==> config.mk <==
export PLATFORM = sky130hd
export DESIGN_NAME = rom_word_packer
export DESIGN_NICKNAME = d
export VERILOG_FILES = /design/src/rtl/rom_word_packer.sv
export SDC_FILE = /design/constraint.sdc
export NUM_CORES = 1
export LEC_CHECK = 0
export CAP_MARGIN = 20
export CORE_MARGIN = 2
export CORE_UTILIZATION = 30
export DETAILED_ROUTE_END_ITERATION = 6
export GPL_ROUTABILITY_DRIVEN = 0
export PLACE_DENSITY_LB_ADDON = 0.08
export SLEW_MARGIN = 20
export SYNTH_ARGS = -nofsm -noshare
export SYNTH_HDL_FRONTEND = slang
export SYNTH_SLANG_ARGS = --single-unit
==> constraint.sdc <==
create_clock -name clk_74a -period 4.2 [get_ports clk_74a]
set_input_delay 0.84 -clock clk_74a [delete_from_list [all_inputs] [get_ports clk_74a]]
set_output_delay 0.84 -clock clk_74a [all_outputs]
set_load 0.005 [all_outputs]
==> src/rtl/rom_word_packer.sv <==
// rom_word_packer: packs a byte stream into little-endian 16-bit words with
// byte addresses 0, 2, 4, ... A trailing odd byte is emitted zero-padded.
// Optional copier-header stripping is enabled by ROM_PACKER_HEADER_STRIP_EN.
module rom_word_packer #(
   parameter int unsigned HEADER_BYTES = 512,
   parameter int unsigned ADDR_WIDTH   = 25
) (
   input  logic                  clk_74a,
   input  logic                  reset,
   input  logic [31:0]           rom_file_size,
   input  logic                  start,
   input  logic                  in_valid,
   input  logic [7:0]            in_byte,
   output logic                  in_ready,
   output logic [ADDR_WIDTH-1:0] addr,
   output logic [15:0]           data,
   output logic                  wr,
   output logic                  downloading,
   output logic                  header_skipped,
   output logic                  done
);

   localparam int unsigned CNT_W = 32;

   typedef enum logic [2:0] {
      S_IDLE   = 3'd0,
`ifdef ROM_PACKER_HEADER_STRIP_EN
      S_SKIP   = 3'd1,
`endif
      S_LOW    = 3'd2,
      S_HIGH   = 3'd3,
      S_FLUSH  = 3'd4,
      S_FINISH = 3'd5
   } state_t;

   state_t                state_q, state_d;
   logic [CNT_W-1:0]      remain_q, remain_d;
   logic [7:0]            staged_q, staged_d;
   logic [ADDR_WIDTH-1:0] addr_q, addr_d;
   logic [ADDR_WIDTH-1:0] next_addr_q, next_addr_d;
   logic [15:0]           data_q, data_d;
   logic                  wr_q, wr_d;
   logic                  ready_q, ready_d;
   logic                  dl_q, dl_d;
   logic                  done_q, done_d;
   logic                  fire_c;
   logic                  last_c;
`ifdef ROM_PACKER_HEADER_STRIP_EN
   logic [CNT_W-1:0]      hdr_cnt_q, hdr_cnt_d;
   logic                  hs_q, hs_d;
`endif

   assign fire_c = in_valid && ready_q;
   assign last_c = (remain_q == CNT_W'(1));

   // Next-state, datapath and registered-output decode
   always_comb begin
      state_d     = state_q;
      remain_d    = remain_q;
      staged_d    = staged_q;
      addr_d      = addr_q;
      next_addr_d = next_addr_q;
      data_d      = data_q;
      wr_d        = 1'b0;
      ready_d     = 1'b0;
      dl_d        = 1'b0;
      done_d      = 1'b0;
`ifdef ROM_PACKER_HEADER_STRIP_EN
      hdr_cnt_d   = hdr_cnt_q;
      hs_d        = hs_q;
`endif
      case (state_q)
         S_IDLE: begin
            if (start) begin
               remain_d    = rom_file_size;
               next_addr_d = '0;
`ifdef ROM_PACKER_HEADER_STRIP_EN
               hs_d        = 1'b0;
`endif
               if (rom_file_size == '0) begin
                  state_d = S_FINISH;
               end
`ifdef ROM_PACKER_HEADER_STRIP_EN
               else if ((HEADER_BYTES != 0) &&
                        ((rom_file_size & 32'h0000_03FF) == 32'(HEADER_BYTES))) begin
                  state_d   = S_SKIP;
                  hdr_cnt_d = CNT_W'(HEADER_BYTES);
                  hs_d      = 1'b1;
               end
`endif
               else begin
                  state_d = S_LOW;
               end
            end
         end
`ifdef ROM_PACKER_HEADER_STRIP_EN
         S_SKIP: begin
            if (fire_c) begin
               remain_d  = remain_q - CNT_W'(1);
               hdr_cnt_d = hdr_cnt_q - CNT_W'(1);
               if (last_c)                          state_d = S_FINISH;
               else if (hdr_cnt_q == CNT_W'(1))     state_d = S_LOW;
            end
         end
`endif
         S_LOW: begin
            if (fire_c) begin
               remain_d = remain_q - CNT_W'(1);
               staged_d = in_byte;
               state_d  = last_c ? S_FLUSH : S_HIGH;
            end
         end
         S_HIGH: begin
            if (fire_c) begin
               remain_d    = remain_q - CNT_W'(1);
               data_d      = {in_byte, staged_q};
               addr_d      = next_addr_q;
               next_addr_d = next_addr_q + ADDR_WIDTH'(2);
               wr_d        = 1'b1;
               state_d     = last_c ? S_FINISH : S_LOW;
            end
         end
         S_FLUSH: begin
            data_d      = {8'h00, staged_q};
            addr_d      = next_addr_q;
            next_addr_d = next_addr_q + ADDR_WIDTH'(2);
            wr_d        = 1'b1;
            state_d     = S_FINISH;
         end
         S_FINISH: begin
            state_d = S_IDLE;
         end
         default: begin
            state_d = S_IDLE;
         end
      endcase
      // Handshake/status outputs are registered from the upcoming state
      ready_d = (state_d == S_LOW) || (state_d == S_HIGH);
      dl_d    = ready_d || (state_d == S_FLUSH);
      done_d  = (state_d == S_FINISH);
`ifdef ROM_PACKER_HEADER_STRIP_EN
      if (state_d == S_SKIP) begin
         ready_d = 1'b1;
         dl_d    = 1'b1;
      end
`endif
   end

   // State and datapath registers
   always_ff @(posedge clk_74a or posedge reset) begin
      if (reset) begin
         state_q     <= S_IDLE;
         remain_q    <= '0;
         staged_q    <= '0;
         addr_q      <= '0;
         next_addr_q <= '0;
         data_q      <= '0;
         wr_q        <= 1'b0;
         ready_q     <= 1'b0;
         dl_q        <= 1'b0;
         done_q      <= 1'b0;
      end else begin
         state_q     <= state_d;
         remain_q    <= remain_d;
         staged_q    <= staged_d;
         addr_q      <= addr_d;
         next_addr_q <= next_addr_d;
         data_q      <= data_d;
         wr_q        <= wr_d;
         ready_q     <= ready_d;
         dl_q        <= dl_d;
         done_q      <= done_d;
      end
   end

`ifdef ROM_PACKER_HEADER_STRIP_EN
   // Header-skip counter and sticky header flag
   always_ff @(posedge clk_74a or posedge reset) begin
      if (reset) begin
         hdr_cnt_q <= '0;
         hs_q      <= 1'b0;
      end else begin
         hdr_cnt_q <= hdr_cnt_d;
         hs_q      <= hs_d;
      end
   end
   assign header_skipped = hs_q;
`else
   assign header_skipped = 1'b0;
`endif

   assign in_ready    = ready_q;
   assign addr        = addr_q;
   assign data        = data_q;
   assign wr          = wr_q;
   assign downloading = dl_q;
   assign done        = done_q;

endmodule
# After elaboration in Yosys (flattened, before gate mapping)
# Index checks and enable logic that the tools add are counted.
word_totals:
  reg_bits: 113
  latchBits: 0
  ramBits: 0
  rom_bits: 0
  in_bits: 44
  output_inout_bits: 46
  word_cells: 55
  mem_count: 0
op_classes:
  n_addsub: 2
  multipliers: 0
  div: 0
  order_cmp: 0
  eq_ne: 11
  shift: 0
  n_mux: 19
  n_bitwise: 0
  reduce_logical: 13
ops:
  columns: ["op", "n"]
  rows:
  - ["25-bit two-way mux", 3]
  - ["25-bit case mux with 3 select lines", 1]
  - ["32-bit two-way mux", 2]
  - ["32-bit case mux with 2 select lines", 1]
  - ["25-bit case mux with 2 select lines", 1]
  - ["32-bit by 1-bit == test with 1-bit output, second input constant", 1]
  - ["32-bit zero test", 1]
  - ["16-bit case mux with 2 select lines", 1]
  - ["32-bit by 1-bit subtractor with 32-bit output, second input constant", 1]
  - ["25-bit by 2-bit adder with 25-bit output, second input constant", 1]
  - ["3-bit two-way mux", 6]
  - ["16-bit two-way mux", 1]
  - ["3-bit by 2-bit == test with 1-bit output, second input constant", 4]
  - ["3-bit case mux with 4 select lines", 1]
  - ["3-bit == test, second input constant", 3]
  - ["3-bit AND reduction", 2]
  - ["2-bit != test, second input constant", 2]
  - ["2-bit AND reduction", 2]
  - ["2-bit nonzero test", 2]
  - ["3-bit zero test", 1]
  - ["3-bit nonzero test", 1]
  - ["1-bit logical OR", 2]
  - ["2-bit by 1-bit != test with 1-bit output, second input constant", 1]
  - ["1-bit case mux with 2 select lines", 1]
  - ["3 further kinds", 3]

# Longest topological paths before layout
depth:
  word_depth: 7
  ltp_mapped: 9
  mapped_depth_nobuf: 7

# Worst setup path after synthesis
# OpenSTA, ideal clock, no wires.
synth_timing:
  path_kind: "input -> register"
  start: "input port in_valid"
  end: "register next_addr_q[24]"
  setup_ns: 0.066
  t_arrival_ns: 2.189
  required_ns: 4.134
  slack_ns: 1.946
  cell_stages: 6
  n_path_buf: 1
  cell_sequence: "and4b_1 -> buf_2 -> a2bb2oi_4 -> or3_4 -> or4_1 -> nand2_1"
synth_between:
  elab_chain_cells: 3
synth_lines:
  columns: ["item", "line_no", "rtl"]
  rows:
  - ["start: declaration", "12", "input logic in_valid,"]
  - ["1-bit logical AND", "53", "assign fire_c = in_valid && ready_q;"]
  - ["2-bit != test (no source line)", null, null]
  - ["3-bit AND reduction (no source line)", null, null]
  - ["end signal: assignment", "167", "next_addr_q <= next_addr_d;"]
  - ["end: declaration", "40", "logic [ADDR_WIDTH-1:0] next_addr_q, next_addr_d;"]
# No other way between the ends.
# A chain may end at the register's enable or synchronous reset.

# Final worst setup path
# Ends and elaborated chain as after synthesis.

==> impl_metrics.csv <==
group,metric,value,unit
run_status,outcome,"finished, final reports clean",
power_and_ir_drop,p_int,2.42,mW
critical_path,cp-start-kind,"input port",
critical_path,critical_path.n_buffers_inverters,1,
floorplan,fp-row-count,50,
floorplan,die_area,0.0200,mm2
hold_path,min-delay-start,"addr[14]",
timing,setup_tns,0,ns
clock_tree,tritoncts_clock_tree,"built",
clock_tree,cts_htree_levels,3,
timing,rsz_0062_raised_after_global_routing,"false",
timing,final-max-slew-violation-count,0,
clock_tree,postCtsResizedCells,0,
power_and_ir_drop,power,3.85,mW
critical_path,cp_slowest_stage_delay,0.52,ns
drt,drt_pass1_iterations,5,
synth,synth-edff-count,0,
critical_path,data_arrival_critical_path,2.98,ns
clock_tree,clock_insertion_delay_worst_skew,0.36,ns
place,placement.setup.worst_slack,1.13,ns
timing,post-route-min-period,2.69,ns
drt,dr_total_vias,4955,
place,placement.io_buffers,87,
final_layout,non_filler_cells_in_the_finished_layout,948,
critical_path,crit_slowest_cell,"sky130_fd_sc_hd__clkdlybuf4s50_1",
power_and_ir_drop,clkPwrFrac,22.0,%
clock_tree,post_cts_hold_buffer_count,0,
clock_tree,max-clock-path-buffers,2,
timing,finalCritPeriodShare,64.1,%
final_layout,antenna_cells,0,
floorplan,num_io_pins,90,
critical_path,setup.reg_to_reg.worst_slack,1.80,ns
synth,async_reset_ff_share,100,%
critical_path,worstPathMaxFanout,9,
final_layout,finalNetCount,756,
timing,final_critical_path_setup_slack,1.51,ns
synth,gate_count_after_technology_mapping,635,
synth,synthDistinctLibCells,64,
synth,post_synth.cell_area_avg,8.93,um2
drt,vias_per_cell,5.23,
floorplan,die_y,141,um
clock_tree,cts.clk_slew.worst_paths,0.08,ns
timing,final.setup_skew,0.0129,ns
synth,cell_area_synth,0.00567,mm2
critical_path,timing.critical_path.to_type,"register",
grt,grt_antenna_before_repair,0,
critical_path,criticalPathCategory,"input port to register",
synth,yosys_warnings,0,
drt,final_routed_drc_violation_total,0,
critical_path,reg2reg_depth,6,
grt,grt_start_max_net_pins,68,
critical_path,timing.critical_path.cells,"clkdlybuf4s50_1, and4b_1, a2bb2oi_4, or3_4, or4_1, nand2_1",
clock_tree,cts_sinks,111,
flow_run,max-cap-violations,0,
grt,gr_util_all_layers,16.3,%
critical_path,rr_startpoint,"remain_q[0]",
floorplan,floorplan.core_area,0.0186,mm2
power_and_ir_drop,power.net_switching,1.43,mW
clock_tree,cts_made_buffers,9,
synth,synth_flop_cell,"sky130_fd_sc_hd__dfrtp_1",
clock_tree,cts-root-buf,"sky130_fd_sc_hd__clkbuf_16",
critical_path,path_depth,6,
critical_path,worstPathRequired,4.49,ns
final_layout,layout_cell_share_with_drive_strength_beyond_1,7.14,%
synth,seq_area_frac_synth,49.0,%
place,half_perimeter_wire_length_of_the_detailed_placement_result,10.9,mm
hold_path,hold_path.class,"register to register",
timing,setup-violations-final,0,
floorplan,start_util,30.4,%
drt,initialDrtViolationCount,284,
floorplan,dieWidth,141,um
grt,globalRoute.totalOverflow,0,
power_and_ir_drop,worst_ir_drop_on_vdd,0.219,mV
grt,number_of_global_route_vias_before_repair,4863,
place,post-place-cells,932,
timing,max_freq,371,MHz
grt,grt_first_pass_wirelength,26.0,mm
critical_path,critical_path.top_delay_family,"simple AND/OR/NAND/NOR gates",
hold_path,hold_path_depth,2,
clock_tree,cts_setup_buffers,0,
power_and_ir_drop,power.share.combinational,35.0,%
timing,slew-limit-headroom,38.5,%
synth,postSynthRegisterBits,111,
drt,postRouteWirelength,15.7,mm
timing,pin_slew_with_the_least_headroom_to_its_limit,0.922,ns
drt,route.detailed.wl_per_inst,16.6,um
power_and_ir_drop,fraction_of_power_spent_switching_nets,37.1,%
final_layout,finalCoreUtilization,37.8,%
hold_path,worstHoldEndpoint,"addr[14]",
final_layout,syn_to_final_growth,24.4,%
power_and_ir_drop,power.static_leakage,2.97,nW
timing,final-hold-violation-count,0,
power_and_ir_drop,cellPowerDensity,546,mW/mm2
power_and_ir_drop,power.share.sequential,42.9,%
drt,ant_nets,0,
critical_path,timing.rr.end,"remain_q[20]",
-- stage by stage --
step	area [um2]	hold WS, ns
2_1_floorplan	5670	0.442
3_3_place_gp	6770	0.454
3_5_place_dp	6770	0.459
4_1_cts	7050	0.477
5_1_grt	7050	0.482
6_report	7050	0.469
-- power by group through the flow --
stage | clock network, mW | logic (mW) | registers [mW]
finish | 0.847 | 1.35 | 1.65
global route | 0.916 | 1.51 | 1.71
CTS | 0.876 | 1.37 | 1.65
detailed placement | 0 | 1.36 | 1.68
global placement | 0 | 1.33 | 1.67
floorplan | 0 | 0.870 | 1.60
-- worst max-delay path by stage --
stage	start	endpoint
2_1_floorplan	reset	addr[10]
3_3_place_gp	in_valid	next_addr_q[24]
3_5_place_dp	in_valid	next_addr_q[23]
4_1_cts	in_valid	next_addr_q[23]
5_1_grt	in_valid	next_addr_q[23]
6_report	in_valid	next_addr_q[24]
-- registers in the layout (all words and copies together) (netlist names) --
name         cells
remain_q        32
addr            24
next_addr_q     24
data            16
staged_q         8
state_q          3
done             1
downloading      1
in_ready         1
wr               1
-- cells by family (layout without fill, tap and decap cells) --
logic type               after synthesis  in the layout  synth area share [%]
AO/OA/AOI/OAI                        101            101                  12.1
multiplexers                          16             16                  3.02
flip-flops                           111            111                  49.0
AND/OR/NAND/NOR                      345            345                  29.4
buffers and inverters                 43            121                  3.42
adder cells (fa/ha/maj)                3              3                 0.662
XOR/XNOR                              15             15                  2.32
other                                  1              2                0.0661
-- routing by layer --
metal	GRT usage (%)	wire (um)	up-vias
met5	0	0	-
met4	6.00	294	0
met3	1.82	658	19
met2	25.8	7200	129
met1	23.2	7570	2401
li1	-	-	2406
-- cell usage after synthesis (8+ instances only) --
master	count	area, um2
sky130_fd_sc_hd__nand2_1	173	649
sky130_fd_sc_hd__dfrtp_1	111	2780
sky130_fd_sc_hd__nor2_1	43	161
sky130_fd_sc_hd__a21oi_1	28	140
sky130_fd_sc_hd__o21ai_0	27	135
sky130_fd_sc_hd__nand3_1	21	105
sky130_fd_sc_hd__nor3_1	20	100
sky130_fd_sc_hd__clkbuf_1	18	67.6
sky130_fd_sc_hd__nand4_1	17	106
sky130_fd_sc_hd__nor4_1	14	87.6
sky130_fd_sc_hd__a32oi_1	13	114
sky130_fd_sc_hd__buf_2	11	55.1
sky130_fd_sc_hd__or3_1	10	62.6
sky130_fd_sc_hd__mux2_2	9	101
sky130_fd_sc_hd__xor2_1	8	70.1
-- cell usage in the layout, fill, tap and decap left out, types with 5 or more instances in the layout --
cell,instances
sky130_fd_sc_hd__a21oi_1,28
sky130_fd_sc_hd__mux2_2,9
sky130_fd_sc_hd__nand4b_1,5
sky130_fd_sc_hd__and2_1,5
sky130_fd_sc_hd__mux2i_1,7
sky130_fd_sc_hd__nand2_1,173
sky130_fd_sc_hd__o21ai_0,27
sky130_fd_sc_hd__xnor2_1,7
sky130_fd_sc_hd__a32oi_1,13
sky130_fd_sc_hd__xor2_1,8
sky130_fd_sc_hd__nor3_1,20
sky130_fd_sc_hd__nor2_1,41
sky130_fd_sc_hd__nand4_1,17
sky130_fd_sc_hd__buf_4,9
sky130_fd_sc_hd__or3_1,10
sky130_fd_sc_hd__clkbuf_16,9
sky130_fd_sc_hd__clkdlybuf4s50_1,87
sky130_fd_sc_hd__inv_1,6
sky130_fd_sc_hd__nand3_1,21
sky130_fd_sc_hd__dfrtp_1,111
sky130_fd_sc_hd__nor4_1,14
sky130_fd_sc_hd__and3_1,5
-- worst min-delay path, cell delays in order, from the launching register on --
cell and delay, ns:
sky130_fd_sc_hd__dfrtp_1 0.35, sky130_fd_sc_hd__nand2_1 0.05, sky130_fd_sc_hd__nand2_1 0.05
-- layout make-up --
type | count | area [um2]
Clock inverter | 5 | 40.0
Fill cell | 1914 | 11600
Clock buffer | 11 | 243
Inverter | 8 | 32.5
Sequential cell | 111 | 2780
Tap cell | 234 | 293
Multi-Input combinational cell | 482 | 2710
Timing Repair Buffer | 97 | 958
Note: power is estimated with default switching activity, not from simulation.
